`src/rtl/cpu_pkg.sv`:
```
// Shared datapath constants and types for the MIPS-style CPU.
package cpu_pkg;

    localparam int unsigned DATA_W = 32;
    localparam int unsigned ADDR_W = 5;

    localparam logic [4:0] REG_ZERO = 5'd0;
    localparam logic [4:0] REG_SP   = 5'd29;

    typedef logic [4:0]  reg_idx_t;
    typedef logic [31:0] word_t;

endpackage

```
`src/rtl/rf_read_port.sv`:
```
// One combinational register-file read port: index decode, optional write-first bypass,
// and forcing of register 0 to zero.
module rf_read_port #(
    parameter int unsigned DATA_W = 32,
    parameter int unsigned ADDR_W = 5,
    parameter bit          BYPASS = 1'b0
) (
    input  logic [ADDR_W-1:0]                   rd_addr,
    input  logic [2**ADDR_W-1:0][DATA_W-1:0]    regs,
    input  logic                                byp_en,
    input  logic [ADDR_W-1:0]                   wr_addr,
    input  logic [DATA_W-1:0]                   wr_data,
    output logic [DATA_W-1:0]                   rd_data
);
    import cpu_pkg::*;

    always_comb begin
        rd_data = regs[rd_addr];
        if (BYPASS && byp_en && (rd_addr == wr_addr)) begin
            rd_data = wr_data;
        end
        // Zero forcing last so a bypassed write to index 0 can never leak out.
        if (rd_addr == ADDR_W'(REG_ZERO)) begin
            rd_data = '0;
        end
    end

endmodule

```
`src/rtl/reg_file.sv`:
```
// 32-entry GPR file: two combinational read ports, one write port, saturating write counter.
// Define REGFILE_DEBUG_PORT_EN to add a third, non-bypassed read port for board display.
module reg_file #(
    parameter int unsigned       DATA_W  = 32,
    parameter int unsigned       ADDR_W  = 5,
    parameter logic [DATA_W-1:0] SP_INIT = 32'h0000_03FC,
    parameter int unsigned       BYPASS  = 0
) (
    input  logic              clk,
    input  logic              rst_n,
    input  logic [ADDR_W-1:0] rd_addr_a,
    output logic [DATA_W-1:0] rd_data_a,
    input  logic [ADDR_W-1:0] rd_addr_b,
    output logic [DATA_W-1:0] rd_data_b,
    input  logic              wr_en,
    input  logic [ADDR_W-1:0] wr_addr,
    input  logic [DATA_W-1:0] wr_data,
    output logic [15:0]       wr_count
`ifdef REGFILE_DEBUG_PORT_EN
    ,
    input  logic [ADDR_W-1:0] dbg_addr,
    output logic [DATA_W-1:0] dbg_data
`endif
);
    import cpu_pkg::*;

    localparam int unsigned DEPTH = 2**ADDR_W;

    logic [DEPTH-1:0][DATA_W-1:0] regs_q;
    logic [15:0]                  wr_count_q, wr_count_d;
    logic                         commit;
    logic                         byp_en;

    assign commit = wr_en && (wr_addr != ADDR_W'(REG_ZERO));
    // No write commits while reset is held, so no bypass either.
    assign byp_en = wr_en && rst_n;

    always_comb begin
        wr_count_d = wr_count_q;
        if (commit && (wr_count_q != 16'hFFFF)) begin
            wr_count_d = wr_count_q + 16'd1;
        end
    end

    always_ff @(posedge clk or negedge rst_n) begin
        if (!rst_n) begin
            regs_q         <= '0;
            regs_q[REG_SP] <= SP_INIT;
            wr_count_q     <= '0;
        end else begin
            if (commit) begin
                regs_q[wr_addr] <= wr_data;
            end
            wr_count_q <= wr_count_d;
        end
    end

    assign wr_count = wr_count_q;

    rf_read_port #(
        .DATA_W (DATA_W),
        .ADDR_W (ADDR_W),
        .BYPASS (BYPASS != 0)
    ) u_port_a (
        .rd_addr (rd_addr_a),
        .regs    (regs_q),
        .byp_en  (byp_en),
        .wr_addr (wr_addr),
        .wr_data (wr_data),
        .rd_data (rd_data_a)
    );

    rf_read_port #(
        .DATA_W (DATA_W),
        .ADDR_W (ADDR_W),
        .BYPASS (BYPASS != 0)
    ) u_port_b (
        .rd_addr (rd_addr_b),
        .regs    (regs_q),
        .byp_en  (byp_en),
        .wr_addr (wr_addr),
        .wr_data (wr_data),
        .rd_data (rd_data_b)
    );

`ifdef REGFILE_DEBUG_PORT_EN
    rf_read_port #(
        .DATA_W (DATA_W),
        .ADDR_W (ADDR_W),
        .BYPASS (1'b0)
    ) u_port_dbg (
        .rd_addr (dbg_addr),
        .regs    (regs_q),
        .byp_en  (1'b0),
        .wr_addr (wr_addr),
        .wr_data (wr_data),
        .rd_data (dbg_data)
    );
`else
    // Debug read port not built.
`endif

endmodule

```
`config.mk`:
```
export PLATFORM = sky130hd
export DESIGN_NAME = reg_file
export DESIGN_NICKNAME = d
export VERILOG_FILES = /design/src/rtl/cpu_pkg.sv /design/src/rtl/rf_read_port.sv /design/src/rtl/reg_file.sv
export SDC_FILE = /design/constraint.sdc
export NUM_CORES = 2
export LEC_CHECK = 0
export CORE_MARGIN = 8
export CORE_UTILIZATION = 35
export DETAILED_ROUTE_END_ITERATION = 8
export GPL_TIMING_DRIVEN = 0
export PLACE_DENSITY_LB_ADDON = 0.1
export SLEW_MARGIN = 30
export SYNTH_ARGS = -nofsm -noshare
export SYNTH_HDL_FRONTEND = slang
export SYNTH_SLANG_ARGS = --single-unit
```
`constraint.sdc`:
```
create_clock -name clk -period 1.7 [get_ports clk]
set_input_delay 0.17 -clock clk [delete_from_list [all_inputs] [get_ports clk]]
set_output_delay 0.17 -clock clk [all_outputs]
set_load 0.02 [all_outputs]
```
==> metrics.md <==
| Metric | Value |
|---|---|
| Status | `complete, but fails checks` |
| Failing checks | `negative hold slack, negative setup slack` |
| GRT Total Usage | `0.259` |
| Async SR Flop Fraction | `1.00` |
| Crit path required time | `1.53 ns` |
| F_max | `303 MHz` |
| Fill cells | `about 14k` |
| R2R setup slack | `around 0.06 ns` |
| Top FF cell, synth | `dfrtp_1` |
| Combinational share of power | `0.229` |
| Initial antenna violation count | `11` |
| Max-Cap Viols | `0` |
| Worst-skew pair later-pin latency | `approximately 0.8 ns` |
| Synth Area in Adders | `0.000227` |
| Vias in the first global route | `between 30k and 40k` |
| Final Power | `between 80 and 90 mW` |
| RSZ-0062 raised after global routing | `true` |
| Clock power frac | `0.356` |
| Max-Slew Margin vs Limit | `0.370` |
| Syn avg cell area | `roughly 15 um2` |
| Slew @ Worst Pin | `~0.94 ns` |
| GPL Wtd Cong | `~0.86` |
| Die Height | `slightly above 400 um` |
| Sw frac | `0.292` |
| Final setup fails | `110` |
| Die area | `about 170,000 um2` |
| Max-slew violation count | `0` |
| Worst Skew | `0.0201 ns` |
| CTS tree | `built` |
| Slowest CP cell | `nand4_1` |
| Critical path class | `reg -> out` |
| Yosys reg bits | `~1.0k` |
| Post-Route Hold Slack | `-0.691 ns` |
| CTS HTree Levels | `4` |
| Placed Area | `between 50,000 and 60,000 um2` |
| Mapped Cells | `3,627` |
| R2R Path End | `wr_count[3]$_DFFE_PN0P_` |
| I/O Pins | `130` |
| Netlist cell types | `between 50 and 60` |
| Layout cells sized above 1 | `0.598` |
| Final core utilization | `0.427` |
| Starting Density | `0.353` |
| Via count | `roughly 37k` |
| NumNets Final | `4,017` |
| Hold Fails Final Rpt | `366` |
| Leakage dissipation | `roughly 28 nW` |
| DR iter-0 viols | `roughly 3.7k` |
| Area Overhead vs Synth | `21.0%` |
| Clk sink count | `between 1k and 1.5k` |
| Largest family of logic cells by synthesized area | `multiplexers` |
| Crit path capture type | `primary output` |
| Drt total wl | `222,000 um` |
| Path type of the worst min-delay path | `in -> async` |
| Detailed Place HPWL | `around 150,000 um` |
| Period minus WS final | `3.30 ns` |
| Crit-path max FO | `2` |
| Share of the synthesized area in the top cell type | `0.469` |
| Setup ws final | `-1.60 ns` |
| Critical Path Start Type | `register` |
| TritonRoute pass-1 iters | `6` |
| Synthesized Nets | `3,678` |
| Final Cell Area | `66,600 um2` |
| Switch Pwr | `23.4 mW` |
| CTS root buffer | `clkbuf_16` |
| CTS clk-pin slew, worst paths | `0.06 ns` |
| Compound-Gate Fraction of Synth Area | `0.0339` |
| Synth top area cells | `dfrtp_1 47%, mux2_2 21%, mux4_2 19%, mux2i_1 2.2%, clkbuf_1 1.3%` |
| CP Buf/Inv Count | `1` |
| Biggest area consumer among synthesized cells | `dfrtp_1` |
| Die Width | `between 400 and 500 um` |
| Multi-input gate area | `between 20,000 and 30,000 um2` |
| Worst path cell trace | `mux4_2 -> a22oi_2 -> nand4_1 -> and3_4 -> buf_6` |
| Ys Warns | `0` |
| Cts bufs inserted | `131` |
| Post-Syn Area | `around 55,000 um2` |
| Wire per inst | `between 30 and 40 um` |
| Max VDD drop | `about 1.2 mV` |
| Sequential area share after synthesis | `0.473` |
| Number of synthesized flops with an enable pin | `0` |
| Pre-CTS WS | `-2.75 ns` |
| P_int | `56.7 mW` |
| Clk buf depth | `3` |
| Port bufs | `124` |
| Final routed DRC violation total | `0` |
| Fin crit share | `1.94` |
| Antenna-violating nets left | `0` |
| Grt ovf | `0` |
| Slowest stage delay, CP | `0.66 ns` |
| Row cnt | `between 100 and 150` |
| Mux share of post-synthesis cell area | `0.425` |
| Synth Area in Simple Gates | `0.0286` |
| First-pass GRT wire length | `between 300,000 and 400,000 um` |
| R2R cell count | `7` |
| FF/Latch Area | `about 26,000 um2` |
| Crit path DAT | `~3.1 ns` |
| Via density | `5.98` |
| Sequential Power Share | `0.415` |
| Power density cells | `~1200 nW/um2` |
| Largest net degree at the start of global routing | `between 100 and 150` |
| Synth Area in XOR/XNOR | `0.00207` |
| Core Box Area | `around 160,000 um2` |
| Reg2reg start | `wr_count[1]$_DFFE_PN0P_` |
| Crit path max-delay family | `simple AND/OR/NAND/NOR gates` |
[cell usage in the layout, fill, tap and decap left out, types with 14 or more instances in the layout]
master	instances
nand4_1	34
clkbuf_2	41
clkbuf_4	23
nand3_1	19
mux2_2	1013
nor2b_1	23
a22o_4	14
a211oi_2	24
clkdlybuf4s50_1	37
a21oi_1	27
mux2i_1	90
mux2i_2	21
nor2_4	16
dfrtp_1	1026
clkbuf_8	35
nor3_4	26
and3_4	31
buf_6	106
a22oi_1	25
a22oi_2	39
mux4_2	472
buf_4	160
nand2_1	76
clkbuf_1	167
nand3_2	20
clkbuf_16	135
o22a_1	24
buf_2	70
o221ai_2	18
[metrics by stage]
stage	setup TNS, ns	instances
detailed placement	-1280.20	5819
CTS	-62.73	6096
global placement	-	5809
finish	-61.34	6131
global route	-66.41	6123
floorplan	-0.227	3627
[power by group through the flow]
stage / Clock [mW] / Sequential [mW] / Combinational (mW)
finish: 28.5 / 33.3 / 18.3
floorplan: 0 / 32.3 / 11.7
global placement: 0 / 33.7 / 16.1
CTS: 29.1 / 33.1 / 17.9
global route: 30.0 / 33.9 / 19.3
detailed placement: 0 / 33.5 / 16.8
[layer usage]
metal,vias to the layer above,GRT usage,routed length (um)
li1,14700,-,-
met5,-,0,0
met1,20200,0.367,97800
met4,0,0.0885,7920
met3,384,0.0673,17700
met2,1345,0.386,98300
[what timing repair did]
action,CTS,global route
resized for setup,794,94
pin swaps,152,96
endpoints found under the hold margin,366,309
endpoints found under the setup margin,885,720
setup buffers,49,28
[worst register-to-register path, delay by kind of cell, from the launching register on]
family / cells / cell delay (ns)
flops: 1 / 0.45
compound gates: 1 / 0.29
fa+ha+maj: 1 / 0.19
buf+inv: 2 / 0.29
simple gates: 2 / 0.18
xor+xnor: 1 / 0.16
[flip-flops by register name, summed over array words and instances (netlist names)]
name / count
wr_count: 16
regs_q: 1024
[cells by family after synthesis]
| logic type | count (synthesis) |
|---|---|
| buf+inv | 415 |
| mux | 1618 |
| compound gates | 240 |
| fa+ha+maj | 1 |
| flops | 1040 |
| xor+xnor | 13 |
| simple gates | 300 |
[how the worst max path moves through the flow]
stage,cells past startpoint,slack [ns],startpoint,to
final,5,-1.60,regs_q[849]$_DFFE_PN0P_,rd_data_a[17]
after global routing,5,-1.60,regs_q[785]$_DFFE_PN0P_,rd_data_a[17]
after CTS,5,-1.45,regs_q[530]$_DFFE_PN0P_,rd_data_a[18]
after detailed placement,8,-2.75,rd_addr_a[3],rd_data_a[14]
after global placement,1,-54.66,rst_n,wr_count[0]$_DFFE_PN0P_
after floorplan,5,-0.04,wr_count[7]$_DFFE_PN0P_,wr_count[9]$_DFFE_PN0P_
[final cells by class]
class | instances | area share
clock inverter | 32 | 0.00650
antenna | 8 | 0.000300
inverter | 3 | 0.000169
tap | 2058 | 0.0386
clock buffer | 200 | 0.0587
buffer | 408 | 0.0395
multi-input combinational | 2172 | 0.432
timing repair buffer | 210 | 0.0332
sequential | 1040 | 0.391
[Yosys cell counts, types with 3 or more instances]
cell type,count
o221ai_1,32
nor3_2,3
nor2b_1,27
xor2_1,10
buf_6,20
nor3_1,25
mux2_2,1016
a222oi_1,8
nand3_1,42
buf_2,121
buf_4,60
o22a_1,24
dfrtp_1,1032
mux2i_1,121
nand4_1,34
a21oi_1,34
mux2_1,9
clkbuf_1,195
xnor2_1,3
and3_1,35
or2_2,3
nor2_1,19
nor2_2,4
a22oi_1,64
a211oi_1,36
nand3b_1,5
nor3b_1,3
mux4_2,472
dfstp_2,8
a22o_1,32
nand2_1,87
buf_1,16
Note: power is estimated with default switching activity, not from simulation.
